$ cat config.mk
export PLATFORM = sky130hd
export DESIGN_NAME = inst_fetch_resp
export DESIGN_NICKNAME = d
export VERILOG_FILES = /design/src/rtl/inst_fetch_resp_pkg.sv /design/src/rtl/inst_fetch_resp.sv
export SDC_FILE = /design/constraint.sdc
export NUM_CORES = 1
export LEC_CHECK = 0
export ABC_CLOCK_PERIOD_IN_PS = 2900
export BUFFER_PORTS_ARGS = -buffer_cell sky130_fd_sc_hd__clkbuf_2
export CAP_MARGIN = 10
export CORE_ASPECT_RATIO = 0.7
export CORE_MARGIN = 5
export CORE_UTILIZATION = 46
export DETAILED_ROUTE_END_ITERATION = 16
export GPL_TIMING_DRIVEN = 0
export PLACE_DENSITY = 0.7
export SYNTH_ARGS = -nofsm -noshare
export SYNTH_HDL_FRONTEND = slang
export SYNTH_SLANG_ARGS = --single-unit
$ cat constraint.sdc
create_clock -name clk -period 2.9 [get_ports clk]
set_input_delay 0.435 -clock clk [delete_from_list [all_inputs] [get_ports clk]]
set_output_delay 0.435 -clock clk [all_outputs]
set_load 0.005 [all_outputs]
$ cat src/rtl/inst_fetch_resp_pkg.sv
// Shared constants and state encoding for the
// byte-serial instruction fetch responder.
package inst_fetch_resp_pkg;

  localparam logic RstEnable   = 1'b1;
  localparam logic ChipEnable  = 1'b1;
  localparam logic ChipDisable = 1'b0;

  localparam int InstAddrBus = 32;
  localparam int InstBus     = 32;

  localparam logic [InstBus-1:0] ZeroWord = 32'h0000_0000;
  localparam logic [InstBus-1:0] NopInst  = 32'h0000_0013;

  typedef enum logic [1:0] {
    IDLE  = 2'd0,
    ISSUE = 2'd1,
    DRAIN = 2'd2
  } state_e;

endpackage

$ cat src/rtl/inst_fetch_resp.sv
// Fetch responder: reads four bytes from a byte-wide
// synchronous ROM and assembles a little-endian word.
module inst_fetch_resp
  import inst_fetch_resp_pkg::*;
#(
  parameter int          ADDR_W   = 17,
  parameter logic [31:0] NOP_INST = NopInst
) (
  input  logic                   clk,
  input  logic                   rst,
  input  logic                   ce_i,
  input  logic [InstAddrBus-1:0] pc_i,
  input  logic                   flush_i,
  output logic [InstBus-1:0]     inst_o,
  output logic                   inst_valid_o,
  output logic                   misalign_o,
  output logic                   stall_req_o,
  output logic [ADDR_W-1:0]      mem_a_o,
  output logic                   mem_re_o,
  input  logic [7:0]             mem_din_i
);

  state_e              state, state_n;
  logic [2:0]          cnt, cnt_n;
  logic [ADDR_W-1:0]   base, base_n;
  logic [ADDR_W-1:0]   a_n;
  logic [23:0]         lanes, lanes_n;
  logic [InstBus-1:0]  inst_n;
  logic                valid_n;
  logic                mis_n;
  logic                re_n;
  logic                unused_pc;

  assign stall_req_o = (state != IDLE);
  assign unused_pc   = ^pc_i[InstAddrBus-1:ADDR_W];

  always_ff @(posedge clk) begin
    if (rst == RstEnable) begin
      state        <= IDLE;
      cnt          <= 3'd0;
      base         <= '0;
      lanes        <= '0;
      inst_o       <= ZeroWord;
      inst_valid_o <= 1'b0;
      misalign_o   <= 1'b0;
      mem_a_o      <= '0;
      mem_re_o     <= 1'b0;
    end else begin
      state        <= state_n;
      cnt          <= cnt_n;
      base         <= base_n;
      lanes        <= lanes_n;
      inst_o       <= inst_n;
      inst_valid_o <= valid_n;
      misalign_o   <= mis_n;
      mem_a_o      <= a_n;
      mem_re_o     <= re_n;
    end
  end

  // ROM data lags the address by one edge, so the
  // byte for address base+n is captured at edge n+2.
  always_comb begin
    state_n = state;
    cnt_n   = cnt;
    base_n  = base;
    lanes_n = lanes;
    inst_n  = inst_o;
    valid_n = 1'b0;
    mis_n   = 1'b0;
    a_n     = mem_a_o;
    re_n    = mem_re_o;
    case (state)
      IDLE: begin
        if (ce_i == ChipEnable && !flush_i) begin
          if (pc_i[1:0] == 2'b00) begin
            base_n  = pc_i[ADDR_W-1:0];
            a_n     = pc_i[ADDR_W-1:0];
            re_n    = 1'b1;
            cnt_n   = 3'd1;
            state_n = ISSUE;
          end else begin
            inst_n  = NOP_INST;
            valid_n = 1'b1;
            mis_n   = 1'b1;
          end
        end
      end
      ISSUE: begin
        if (flush_i) begin
          state_n = IDLE;
          re_n    = 1'b0;
          cnt_n   = 3'd0;
        end else begin
          a_n   = base + ADDR_W'(cnt);
          cnt_n = cnt + 3'd1;
          if (cnt == 3'd2) begin
            lanes_n[7:0] = mem_din_i;
          end
          if (cnt == 3'd3) begin
            lanes_n[15:8] = mem_din_i;
            state_n       = DRAIN;
          end
        end
      end
      DRAIN: begin
        if (flush_i) begin
          state_n = IDLE;
          re_n    = 1'b0;
          cnt_n   = 3'd0;
        end else if (cnt == 3'd4) begin
          re_n           = 1'b0;
          lanes_n[23:16] = mem_din_i;
          cnt_n          = 3'd5;
        end else begin
          inst_n  = {mem_din_i, lanes};
          valid_n = 1'b1;
          cnt_n   = 3'd0;
          state_n = IDLE;
        end
      end
      default: begin
        state_n = IDLE;
        re_n    = 1'b0;
        cnt_n   = 3'd0;
      end
    endcase
  end

endmodule

# After elaboration in Yosys (flattened, before gate mapping)
# Cells that the tools add are included.
dict set report word_totals {
  reg_bits 98
  input_bits 44
  output_inout_bits 53
  wordCells 80
}
dict set report op_classes {
  addsub 2
  n_eq_ne 15
  muxes 33
  n_bitwise 2
  n_reduce_logical 17
}
# op n
set ops {}
lappend ops {{2-to-1 mux 32 bit} 4}
lappend ops {{case mux 32 bit (2 select lines)} 1}
lappend ops {{2-to-1 mux 17 bit} 3}
lappend ops {{case mux 17 bit (2 select lines)} 1}
lappend ops {{adder 17 x 3 -> 17 bit} 1}
lappend ops {{2-to-1 mux 3 bit} 5}
lappend ops {{!= test 2 bit, second input constant} 7}
lappend ops {{2-to-1 mux 2 bit} 6}
lappend ops {{AND reduction 3 bit} 4}
lappend ops {{AND reduction 4 bit} 3}
lappend ops {{2-to-1 mux 1 bit} 9}
lappend ops {{!= test 3 bit, second input constant} 3}
lappend ops {{case mux 3 bit (3 select lines)} 1}
lappend ops {{== test 3 x 2 -> 1 bit, second input constant} 2}
lappend ops {{case mux 2 bit (3 select lines)} 1}
lappend ops {{nonzero test 2 bit} 3}
lappend ops {{AND reduction 5 bit} 1}
lappend ops {{zero test 2 bit} 2}
lappend ops {{adder 3 x 1 -> 3 bit, second input constant} 1}
lappend ops {{== test 3 bit, second input constant} 1}
lappend ops {{case mux 1 bit (3 select lines)} 1}
lappend ops {{== test 2 x 1 -> 1 bit, second input constant} 1}
lappend ops {{== test 2 bit, second input constant} 1}
lappend ops {{NOT 1 bit} 2}
lappend ops {{other kinds (5)} 5}

# Logic depth before layout (Yosys ltp)
dict set report depth {
  depth_word 4
  ltp_mapped 8
  mapped_depth_nobuf 6
}

# Worst setup path after synthesis
# No wires, ideal clock.
dict set report synth_path {
  path_kind {flip-flop to flip-flop}
  start {register cnt[0]}
  end {register mem_a_o[16]}
  setup_time_ns 0.127
  t_arrival_ns 1.906
  t_required_ns 2.773
  slack_ns 0.867
  path_stages_with_launch 7
  n_path_buf 0
  period_less_slack_ns 2.033
  cell_sequence {dfxtp_1 -> ha_1 -> fa_1 -> a21oi_1 -> nor4_1 -> mux2i_1 -> or3_1}
}
dict set report synth_between {
  elab_chain_len 3
}
# element line_no
set synth_rtl {}
lappend synth_rtl {{start: declaration} inst_fetch_resp.sv:24} ;# logic [2:0] cnt, cnt_n;
lappend synth_rtl {{start signal: assignment} inst_fetch_resp.sv:50} ;# cnt <= cnt_n;
lappend synth_rtl {{adder 17 x 3 -> 17 bit} inst_fetch_resp.sv:95} ;# a_n = base + ADDR_W'(cnt);
lappend synth_rtl {{2-to-1 mux 17 bit} inst_fetch_resp.sv:90} ;# if (flush_i) begin
lappend synth_rtl {{case mux 17 bit (2 select lines)} inst_fetch_resp.sv:73} ;# case (state)
lappend synth_rtl {{end signal: assignment} inst_fetch_resp.sv:56} ;# mem_a_o <= a_n;
lappend synth_rtl {{end: declaration} inst_fetch_resp.sv:18} ;# output logic [ADDR_W-1:0] mem_a_o,
# No other way between the ends. The select of a mux whose other input is x is not followed.
# A chain may end at the register's enable or synchronous reset.

# Worst setup path in the final report
dict set report layout_path {
  start {register cnt[0]}
  end {register mem_a_o[8]}
}
# Same word-level chain as after synthesis.

==> flow_metrics.py <==
metrics = {
    "run_status": {
        "status": "finished, final reports clean",
    },
    "route": {
        "first_pass_iters": 5,
        "drc": 0,
        "first_iter_violations": 257,
        "vias": 3583,
        "postRouteAntennaNets": 0,
        "vias_per_cell": 5.62,
        "avgRoutedWirePerCell_um": 16.7,
        "wl_um": 10600,
    },
    "pwr": {
        "leakagePower_nw": 1.91,
        "pwr_density_cell_mw_per_mm2": 564,
        "ir_worst_vdd_mv": 0.259,
    },
    "setup_path": {
        "arrival_ns": 2.68,
        "end_kind": "flop",
        "critPathRequiredTime_ns": 3.17,
        "slowest_delay_ns": 0.63,
        "worstRegToRegCells": 6,
        "cp_max_fo": 10,
        "startpoint_type": "flop",
        "crit_type": "flop to flop",
        "slowest_stage": "a21oi_1",
        "reg2reg_slack_ns": 0.49,
        "r2r_start": "cnt[0]$_SDFFE_PP0P_",
        "cp_cell_sequence": "ha_1, fa_1, a21oi_1, o31ai_1, a311o_1, a21oi_1",
        "crit_top_cell": "a21oi_1",
        "critPathLaunch": "cnt[0]$_SDFFE_PP0P_",
    },
    "timing": {
        "drv_slew": 0,
        "period_needed_ns": 2.41,
        "relSlewSlack": 0.401,
        "skew_ns": 0.0110,
        "setup_ws_ns": 0.493,
        "finalSetupViolCount": 0,
        "hold_ws_ns": 0.312,
        "hold_violations": 0,
        "tns_ns": 0,
        "fin_crit_sh": 0.830,
        "worst_slew_pin_slew_ns": 0.886,
        "rsz0062_at_grt": "false",
        "max_clock_freq_mhz": 415,
    },
    "cells_and_area": {
        "final-seq-area_mm2": 0.00196,
        "multi_input_area_mm2": 0.00185,
        "layout-drive-gt1-share": 0.208,
        "area_delta_synth_final_pct": 20.9,
        "n_fill_cell": 762,
        "diodes": 0,
        "fin_cells": 638,
        "nNetsFinal": 580,
    },
    "clock_network": {
        "clk_path_buf_depth": 2,
        "cts_tree": "yes",
        "cts.sinks": 98,
        "cts_resized": 0,
        "htreeDepth": 3,
        "holdBufCountCts": 0,
        "clkLatencyLatePin_ns": 0.35,
        "root_buffer": "clkbuf_16",
        "postCtsSetupBuffers": 0,
        "numCtsBuffers": 9,
        "clk_pin_slew_ns": 0.08,
    },
    "yosys": {
        "yosysMostFrequentCell": "dfxtp_1",
        "synthDistinctLibCells": 49,
        "synth_seq_area_share": 0.495,
        "synth_area_leaders": "dfxtp_1, nand2_1, a22o_1",
        "synth-main-ff-cell": "dfxtp_1",
        "synth_top_area_share": 0.495,
        "synthesis.nets": 488,
        "netlist_instances": 436,
        "synth_edf_count": 0,
        "async_flop_share": 0,
        "ys_ff_latch": 98,
        "synth.cell_area_mm2": 0.00396,
        "synth.avg_cell_area_um2": 9.08,
        "yosysTopAreaCell": "dfxtp_1",
        "yosysWarnings": 0,
        "synthTopCellsByCount": "dfxtp_1, nand2_1, a21oi_1",
    },
    "floorplan": {
        "die_h_um": 87.6,
        "design.die.area_mm2": 0.0106,
        "start_util": 0.471,
        "num_rows": 28,
        "ios": 97,
        "design.core.area_mm2": 0.00841,
        "die_width_um": 121,
    },
    "placed_design": {
        "gp_congestion": 0.869,
        "numPlacedInstances": 622,
        "dp_hpwl_um": 7730,
        "post-place-ws_ns": 0.584,
        "portBuffers": 81,
    },
    "worst_hold_path": {
        "hold_class": "input port to flop",
        "hp-start": "pc_i[14]",
        "hold-path-cell-count": 3,
    },
    "flow_run": {
        "maxCapViolCount": 0,
    },
    "global_route": {
        "grtUsageTotal": 0.202,
        "globalRouteOverflowTotal": 0,
        "antenna_found_initial": 0,
        "grt_max_degree": 20,
        "grt_pass1_wl_um": 17000,
        "grt_pass1_vias": 3237,
    },
}
==> worst paths after layout <==
path | end
setup / recovery | mem_a_o[8]$_SDFFE_PP0P_
hold / removal | base[14]$_SDFFE_PP0P_
setup reg to reg | mem_a_o[8]$_SDFFE_PP0P_
hold reg to reg | mem_a_o[6]$_SDFFE_PP0P_
==> flip-flops by register name (all words and copies together) (netlist names) <==
signal        flops
base             17
cnt               3
inst_o           32
inst_valid_o      1
lanes            24
mem_a_o          17
mem_re_o          1
misalign_o        1
state             2
==> layout by cell type, fill, tap and decap left out, types with 5 or more instances in the layout <==
| cell | n |
|---|---|
| or3_1 | 5 |
| buf_2 | 5 |
| inv_1 | 6 |
| dfxtp_1 | 98 |
| a311o_1 | 5 |
| clkbuf_16 | 9 |
| mux2i_1 | 12 |
| o22ai_1 | 8 |
| o21ai_0 | 5 |
| a22o_1 | 29 |
| clkbuf_1 | 15 |
| a22oi_1 | 6 |
| xnor2_1 | 5 |
| a21oi_1 | 43 |
| clkbuf_2 | 81 |
| ha_1 | 7 |
| nor3b_1 | 5 |
| nand2_1 | 83 |
| nand3_1 | 8 |
| nor2_1 | 30 |
==> layer usage <==
metal  vias to the layer above  part of all wire  GRT usage
met4                         0            0.0075     0.0412
met5                         -                 0          0
met2                       118              0.42      0.289
li1                       1763                 -          -
met3                        10             0.072     0.0497
met1                      1692              0.50      0.308
==> critical path: cells and delay by family (launching register included) <==
kind	cells	cell delay, ns
flip-flops	1	0.34
AO/OA/AOI/OAI	4	1.31
adder cells (fa/ha/maj)	2	0.68
==> area by class of cell <==
cell class / instances / area share
tap: 105 / 0.0274
multi-input combinational: 306 / 0.387
clock buffer: 9 / 0.0470
inverter: 6 / 0.00470
sequential: 98 / 0.410
clock inverter: 7 / 0.0141
timing repair buffer: 81 / 0.0846
buffer: 26 / 0.0256
==> logic make-up (layout without fill, tap and decap cells) <==
| group | after synthesis | count (layout) | synth area share |
|---|---|---|---|
| XOR/XNOR | 5 | 5 | 0.0111 |
| flip-flops | 98 | 98 | 0.495 |
| multiplexers | 12 | 12 | 0.0303 |
| AND/OR/NAND/NOR | 165 | 165 | 0.197 |
| AO/OA/AOI/OAI | 116 | 116 | 0.202 |
| buffers and inverters | 32 | 129 | 0.0366 |
| adder cells (fa/ha/maj) | 8 | 8 | 0.0272 |
==> power by group <==
part / total [mW] / switching (mW) / internal (mW)
Combinational: 0.153 / 0.0972 / 0.0557
Clock: 1.17 / 0.563 / 0.608
Sequential: 1.38 / 0.0134 / 1.36
==> through the flow <==
stage	instance area, um2	power [mW]	utilization
global route	4790	2.80	0.570
detailed placement	4500	1.56	0.535
CTS	4790	2.71	0.570
global placement	4500	1.55	0.535
finish	4790	2.70	0.570
floorplan	3960	1.48	-
Power figures use the tool's default switching activity.
